**config.mk**
```make
export PLATFORM = sky130hd
export DESIGN_NAME = uart_rx_os
export DESIGN_NICKNAME = d
export VERILOG_FILES = /design/src/rtl/uart_rx_os.sv
export SDC_FILE = /design/constraint.sdc
export NUM_CORES = 1
export LEC_CHECK = 0
export ABC_CLOCK_PERIOD_IN_PS = 2600
export BUFFER_PORTS_ARGS = -buffer_cell sky130_fd_sc_hd__buf_2
export CORE_MARGIN = 2
export CORE_UTILIZATION = 55
export DETAILED_ROUTE_END_ITERATION = 6
export PLACE_DENSITY = 0.78
export SLEW_MARGIN = 20
export SYNTH_ARGS = -nofsm -noshare
export SYNTH_HDL_FRONTEND = slang
export SYNTH_SLANG_ARGS = --single-unit
```
**constraint.sdc**
```tcl
create_clock -name clk -period 2.6 [get_ports clk]
set_input_delay 0.39 -clock clk [delete_from_list [all_inputs] [get_ports clk]]
set_output_delay 0.39 -clock clk [all_outputs]
set_load 0.05 [all_outputs]
```
**src/rtl/uart_rx_os.sv**
```systemverilog
// rtl/uart_rx_os.sv - oversampling UART receiver with mid-bit sampling and valid/ack status
// Frame: start, DATA_BITS LSB first, optional parity, STOP_BITS stops; sampled on tick enables.
module uart_rx_os #(
  parameter int DATA_BITS  = 8,
  parameter int OVERSAMPLE = 16,
  parameter int PARITY_EN  = 1,
  parameter int PARITY_ODD = 0,
  parameter int STOP_BITS  = 1
) (
  input  logic                 clk,
  input  logic                 rst,
  input  logic                 tick,
  input  logic                 serial_data,
  input  logic                 start_rx,
  input  logic                 rx_ack,
  output logic                 busy,
  output logic [DATA_BITS-1:0] data_out,
  output logic                 data_valid,
  output logic                 parity_error,
  output logic                 frame_error,
  output logic                 overrun
);
  localparam int CW = $clog2(OVERSAMPLE);
  localparam logic [CW-1:0] HALF_M1 = CW'(OVERSAMPLE / 2 - 1);
  localparam logic [CW-1:0] FULL_M1 = CW'(OVERSAMPLE - 1);
  localparam logic [3:0]    DB_M1   = 4'(DATA_BITS - 1);
  localparam logic [3:0]    SB_M1   = 4'(STOP_BITS - 1);
  localparam logic          P_ODD   = 1'(PARITY_ODD);

  typedef enum logic [2:0] {IDLE, START, DATA, PARITY, STOP} state_t;

  state_t               state_q, state_d;
  logic                 sync1_q, sync2_q;
  logic [CW-1:0]        tcnt_q, tcnt_d;
  logic [3:0]           bcnt_q, bcnt_d;
  logic [DATA_BITS-1:0] shift_q, shift_d;
  logic [DATA_BITS-1:0] data_out_q, data_out_d;
  logic                 par_err_q, par_err_d;
  logic                 frm_err_q, frm_err_d;
  logic                 data_valid_q, data_valid_d;
  logic                 parity_error_q, parity_error_d;
  logic                 frame_error_q, frame_error_d;
  logic                 overrun_q, overrun_d;
  logic                 line, detect, sample, complete;

  assign line     = sync2_q;
  assign detect   = tick && (state_q == IDLE) && start_rx && !line;
  assign complete = sample && (state_q == STOP) && (bcnt_q == SB_M1);

  always_ff @(posedge clk or posedge rst) begin
    if (rst) begin
      state_q        <= IDLE;
      sync1_q        <= 1'b1;
      sync2_q        <= 1'b1;
      tcnt_q         <= '0;
      bcnt_q         <= '0;
      shift_q        <= '0;
      data_out_q     <= '0;
      par_err_q      <= 1'b0;
      frm_err_q      <= 1'b0;
      data_valid_q   <= 1'b0;
      parity_error_q <= 1'b0;
      frame_error_q  <= 1'b0;
      overrun_q      <= 1'b0;
    end else begin
      state_q        <= state_d;
      sync1_q        <= serial_data;
      sync2_q        <= sync1_q;
      tcnt_q         <= tcnt_d;
      bcnt_q         <= bcnt_d;
      shift_q        <= shift_d;
      data_out_q     <= data_out_d;
      par_err_q      <= par_err_d;
      frm_err_q      <= frm_err_d;
      data_valid_q   <= data_valid_d;
      parity_error_q <= parity_error_d;
      frame_error_q  <= frame_error_d;
      overrun_q      <= overrun_d;
    end
  end

  // START samples half a bit after detection so every later sample lands mid-bit.
  always_comb begin
    sample = 1'b0;
    if (tick) begin
      case (state_q)
        START:              sample = (tcnt_q == HALF_M1);
        DATA, PARITY, STOP: sample = (tcnt_q == FULL_M1);
        default:            sample = 1'b0;
      endcase
    end
  end

  always_comb begin
    state_d = state_q;
    tcnt_d  = tcnt_q;
    bcnt_d  = bcnt_q;
    if (tick) begin
      tcnt_d = sample ? '0 : tcnt_q + CW'(1);
      case (state_q)
        IDLE: begin
          tcnt_d = '0;
          bcnt_d = '0;
          if (start_rx && !line) state_d = START;
        end
        START: if (sample) state_d = line ? IDLE : DATA;
        DATA: if (sample) begin
          if (bcnt_q == DB_M1) begin
            bcnt_d  = '0;
            state_d = (PARITY_EN != 0) ? PARITY : STOP;
          end else begin
            bcnt_d = bcnt_q + 4'd1;
          end
        end
        PARITY: if (sample) state_d = STOP;
        STOP: if (sample) begin
          if (bcnt_q == SB_M1) begin
            bcnt_d  = '0;
            state_d = IDLE;
          end else begin
            bcnt_d = bcnt_q + 4'd1;
          end
        end
        default: state_d = IDLE;
      endcase
    end
  end

  always_comb begin
    shift_d        = shift_q;
    par_err_d      = par_err_q;
    frm_err_d      = frm_err_q;
    data_out_d     = data_out_q;
    data_valid_d   = data_valid_q;
    parity_error_d = parity_error_q;
    frame_error_d  = frame_error_q;
    overrun_d      = overrun_q;
    if (detect) begin
      par_err_d = 1'b0;
      frm_err_d = 1'b0;
    end
    if (sample) begin
      case (state_q)
        DATA:    shift_d = {line, shift_q[DATA_BITS-1:1]};
        PARITY:  par_err_d = (((^shift_q) ^ line) != P_ODD);
        STOP:    if (!line) frm_err_d = 1'b1;
        default: shift_d = shift_q;
      endcase
    end
    if (rx_ack) begin
      data_valid_d = 1'b0;
      overrun_d    = 1'b0;
    end
    // A completing frame takes priority over a coincident acknowledge.
    if (complete) begin
      data_out_d     = shift_q;
      parity_error_d = (PARITY_EN != 0) ? par_err_q : 1'b0;
      frame_error_d  = frm_err_q | !line;
      data_valid_d   = 1'b1;
      overrun_d      = data_valid_q & !rx_ack;
    end
  end

  assign busy         = (state_q != IDLE);
  assign data_out     = data_out_q;
  assign data_valid   = data_valid_q;
  assign parity_error = parity_error_q;
  assign frame_error  = frame_error_q;
  assign overrun      = overrun_q;
endmodule

```
==> impl.org <==
** Job
- The tool flagged a number of max-cap violations equal to 0.

** Clock network
- Gates resized during post-CTS repair numbered 0.
- Clock tree synthesis selected as its root buffer the cell clkbuf_4.
- CTS saw 35 sinks.
- In this run the number of H-tree levels came out at 2.
- TritonCTS built the clock tree.
- Worst-Skew Late Latency :: between 0.3 and 0.4 ns
- The number of clock buffers added by TritonCTS is 5.
- After clock tree synthesis, the setup repair step added 0 buffers.
- After clock tree synthesis, the clock-pin slew on the worst setup and hold paths is roughly 0.11 ns.
- Buffer depth of the longest clock path :: 2
- Hold Buf Count CTS :: 0

** Cells and area
- The sequential cells in the finished layout cover a total of 878 um^2.
- FILL cells :: about 240
- Leaving out fill and tap cells, the most frequent cells in the layout are dfrtp_1, mux2_2, buf_2.
- Of the cells placed in the final design, the portion with a size suffix greater than 1 is 33.7%.
- End-of-flow core utilization :: a little under two thirds
- Total non-filler cell area in the finished layout :: 0.00197 mm^2
- Area of the multi-input gates :: just over 800 um^2
- Most common library cell in the layout ignoring fill and taps :: dfrtp_1
- Synth-to-Final Area Change :: 10.5%
- The final layout contains 189 nets.
- The number of antenna diodes in the final layout is 0.

** Setup path
- STA classifies the critical path startpoint as a flip-flop.
- STA puts the critical path data required time at 2.83 ns.
- The worst register-to-register path has a setup slack of between 0.4 and 0.5 ns.
- Along the worst path, the maximum fanout reaches 12.
- The worst setup path is of the flip-flop to flip-flop kind.
- The worst setup path is captured at a flip-flop.
- In this run the worst setup path begins at bcnt_q[0].
- The worst register-to-register path begins at bcnt_q[0].
- Critical path arrival :: 2.38 ns

** Status
- Status :: finished, final reports clean

** Synth
- Flop and latch count out of synthesis :: 35
- For this run, asynchronously set or reset flops after synthesis account for 100%.
- Basic-gate share of the synthesized area counting and, or, nand and nor cells :: 14.1%
- When the netlist entered floorplanning its net count stood at 167.
- Summing the sequential cell areas from Yosys gives 49.3% of the chip area.
- Mean cell area of the mapped netlist :: between 10 and 15 um^2
- Portion of netlist area occupied by mux cells :: 11.9%
- Complex-gate fraction of the synthesized area :: 13.1%
- Library cells used by synthesis :: 50
- In the synthesized netlist, the number of instances is 158.
- After Yosys synthesis, full adders, half adders and majority gates account for 2.74% of the synthesized area.
- Netlist Area Pre-Place :: 0.00178 mm^2
- Number of synthesized flops with an enable pin :: 0
- Yosys printed 0 warnings.
- Dominant combinational cell family by area after synthesis :: simple AND/OR/NAND/NOR gates
- Dominant register cell in the synthesized netlist :: dfrtp_1
- Synthesized-area fraction occupied by xor and xnor cells :: 4.22%

** Drt
- Initial DRT Pass Iterations :: 4
- After detailed routing, the average wire length per cell comes to 14.7 um.
- Number of vias per cell :: slightly below 6
- Detailed routing inserted a total of 1307 vias.
- Summed over all layers, the routed wires come to roughly 3300 um.
- After detailed routing, the number of remaining DRC violations is 0.
- Post-DRT Antenna Nets :: 0
- After the first detailed-routing iteration, the DRC count stood at 54.

** Worst hold path
- Path category of the worst min-delay check :: input port to asynchronous set/reset pin

** Global route
- Wire length of the first global-routing pass :: 5830 um
- Entering global routing, the biggest net connects 36 pins.
- The via count of the first global-routing pass is 1329.
- GRT Util Overall :: between 20% and 30%
- Antenna violations before repair :: 0
- Remaining global-route overflow :: 0

** STA
- Clk_skew :: 0.00582 ns
- Ratio of final minimum period to clock period :: 82.6%
- Setup repair after global routing left no endpoint under its margin.
- Count of final hold-check violations :: 0
- At the pin with the least slew margin, the transition time is 0.619 ns.
- Headroom to the max-slew limit :: 58.6%
- Setup violations remaining at the end of the flow were counted as 0.
- Final hold analysis gives a worst-case slack of 0.127 ns.
- Based on the critical path, the design can be clocked at up to around 0.47 GHz.
- Final Critical Period :: 2.15 ns
- Max Slew Vio Count :: 0
- Adding up every negative setup slack in the final design gives 0 ns.

** Power
- Design Power :: between 0.001 and 0.0015 W
- Worst ir drop on vdd :: 0.457 mV
- For this design the static power due to leakage is 0.968 nW.
- Power spread over the standard cell area amounts to 755 mW/mm^2.

** Floorplanning
- Die footprint :: 0.00371 mm^2
- The floorplan step defined a core boundary enclosing 0.00308 mm^2.
- In this run the count of I/O pins placed on the die edge is 19.
- Starting density of the core :: 57.8%
- Row generation in the floorplan step produced 20 rows.
- Measured along the y axis, the die boundary spans around 61 um.
- Die Width :: 60.9 um

** Placed design
- Port buffer count :: 18
- After legalization and detailed placement, the total HPWL measured 2370 um.
- Summing all placed instances gives a cell area of approximately 0.0019 mm^2.
- RePlAce Congestion :: 0.882
==> stage by stage <==
step           setup WS (ns)  std cells
5_1_grt                0.211        225
2_1_floorplan          0.759        158
4_1_cts                0.416        225
6_report               0.452        225
3_3_place_gp           0.535        217
3_5_place_dp           0.443        217
==> logic make-up (layout without fill, tap and decap cells) <==
logic type / count (synthesis) / count (layout)
and+or+nand+nor: 42 / 42
DFF: 35 / 35
AOI/OAI and AO/OA: 33 / 33
muxes: 19 / 19
buffers and inverters: 18 / 41
xor gates and xnor gates: 7 / 7
adders and majority gates: 4 / 4
==> flip-flops by register name, indices dropped and copies added, names as in the netlist <==
signal and flops:
sync1_q 1, data_valid 1, shift_q 8, tcnt_q 4
state_q 3, parity_error 1, line 1, overrun 1
data_out 8, frame_error 1, frm_err_q 1, par_err_q 1
bcnt_q 4
==> worst max-delay path, cell delays in order, from the launching register on <==
cell and delay, ns:
dfrtp_1 0.44, inv_1 0.08, ha_1 0.14, nor3b_1 0.34
nand4_1 0.57, mux2_2 0.48
==> synthesized netlist by cell type (all sizes together) (2+ instances only) <==
library cell	number	area share (%)
nand2	7	1.5
nand4	4	1.8
nor4	3	1.1
o211ai	2	0.84
nand3	5	1.4
o31ai	2	0.84
nor2	7	1.6
xnor2	4	2.0
inv	13	2.7
or2	2	0.84
buf	5	1.8
or3b	3	1.5
nand2b	2	0.70
a21oi	2	0.56
xor2	2	0.98
mux2	18	11
nor3b	2	0.84
dfstp	2	3.0
o21ai	13	3.7
dfrtp	33	46
a21o	2	0.91
ha	3	2.1
==> final timing paths <==
| check | cells after the start | endpoint |
|---|---|---|
| setup reg to reg | 5 | data_out[0] |
| min in group clk | 1 | sync1_q |
| hold / removal | 3 | tcnt_q[3] |
| setup / recovery | 5 | data_out[0] |
| hold reg to reg | 0 | line |
| max in group asynchronous | 3 | line |
==> report_power, final <==
part           internal [W]  total, W  switching [W]
combinational      0.000184  0.000436       0.000251
sequential         0.000616  0.000754       0.000138
clock              0.000103  0.000296       0.000193
==> cell type report <==
cell class	instances	area share [%]
Inverter	13	2.48
Clock buffer	5	1.91
Sequential cell	35	44.7
Clock inverter	3	1.02
Tap cell	44	2.80
Timing Repair Buffer	20	5.34
Multi-Input combinational cell	105	41.8
==> routing by layer <==
metal	track usage, %	vias to the layer above	share of wire, %	routed length [um]
met1	27.0	656	44	1440
met3	5.76	8	3.5	117
met5	0	-	0	0
met2	33.9	31	51	1700
met4	10.6	0	1.8	59
li1	-	612	-	-
Note: power is estimated with default switching activity, not from simulation.
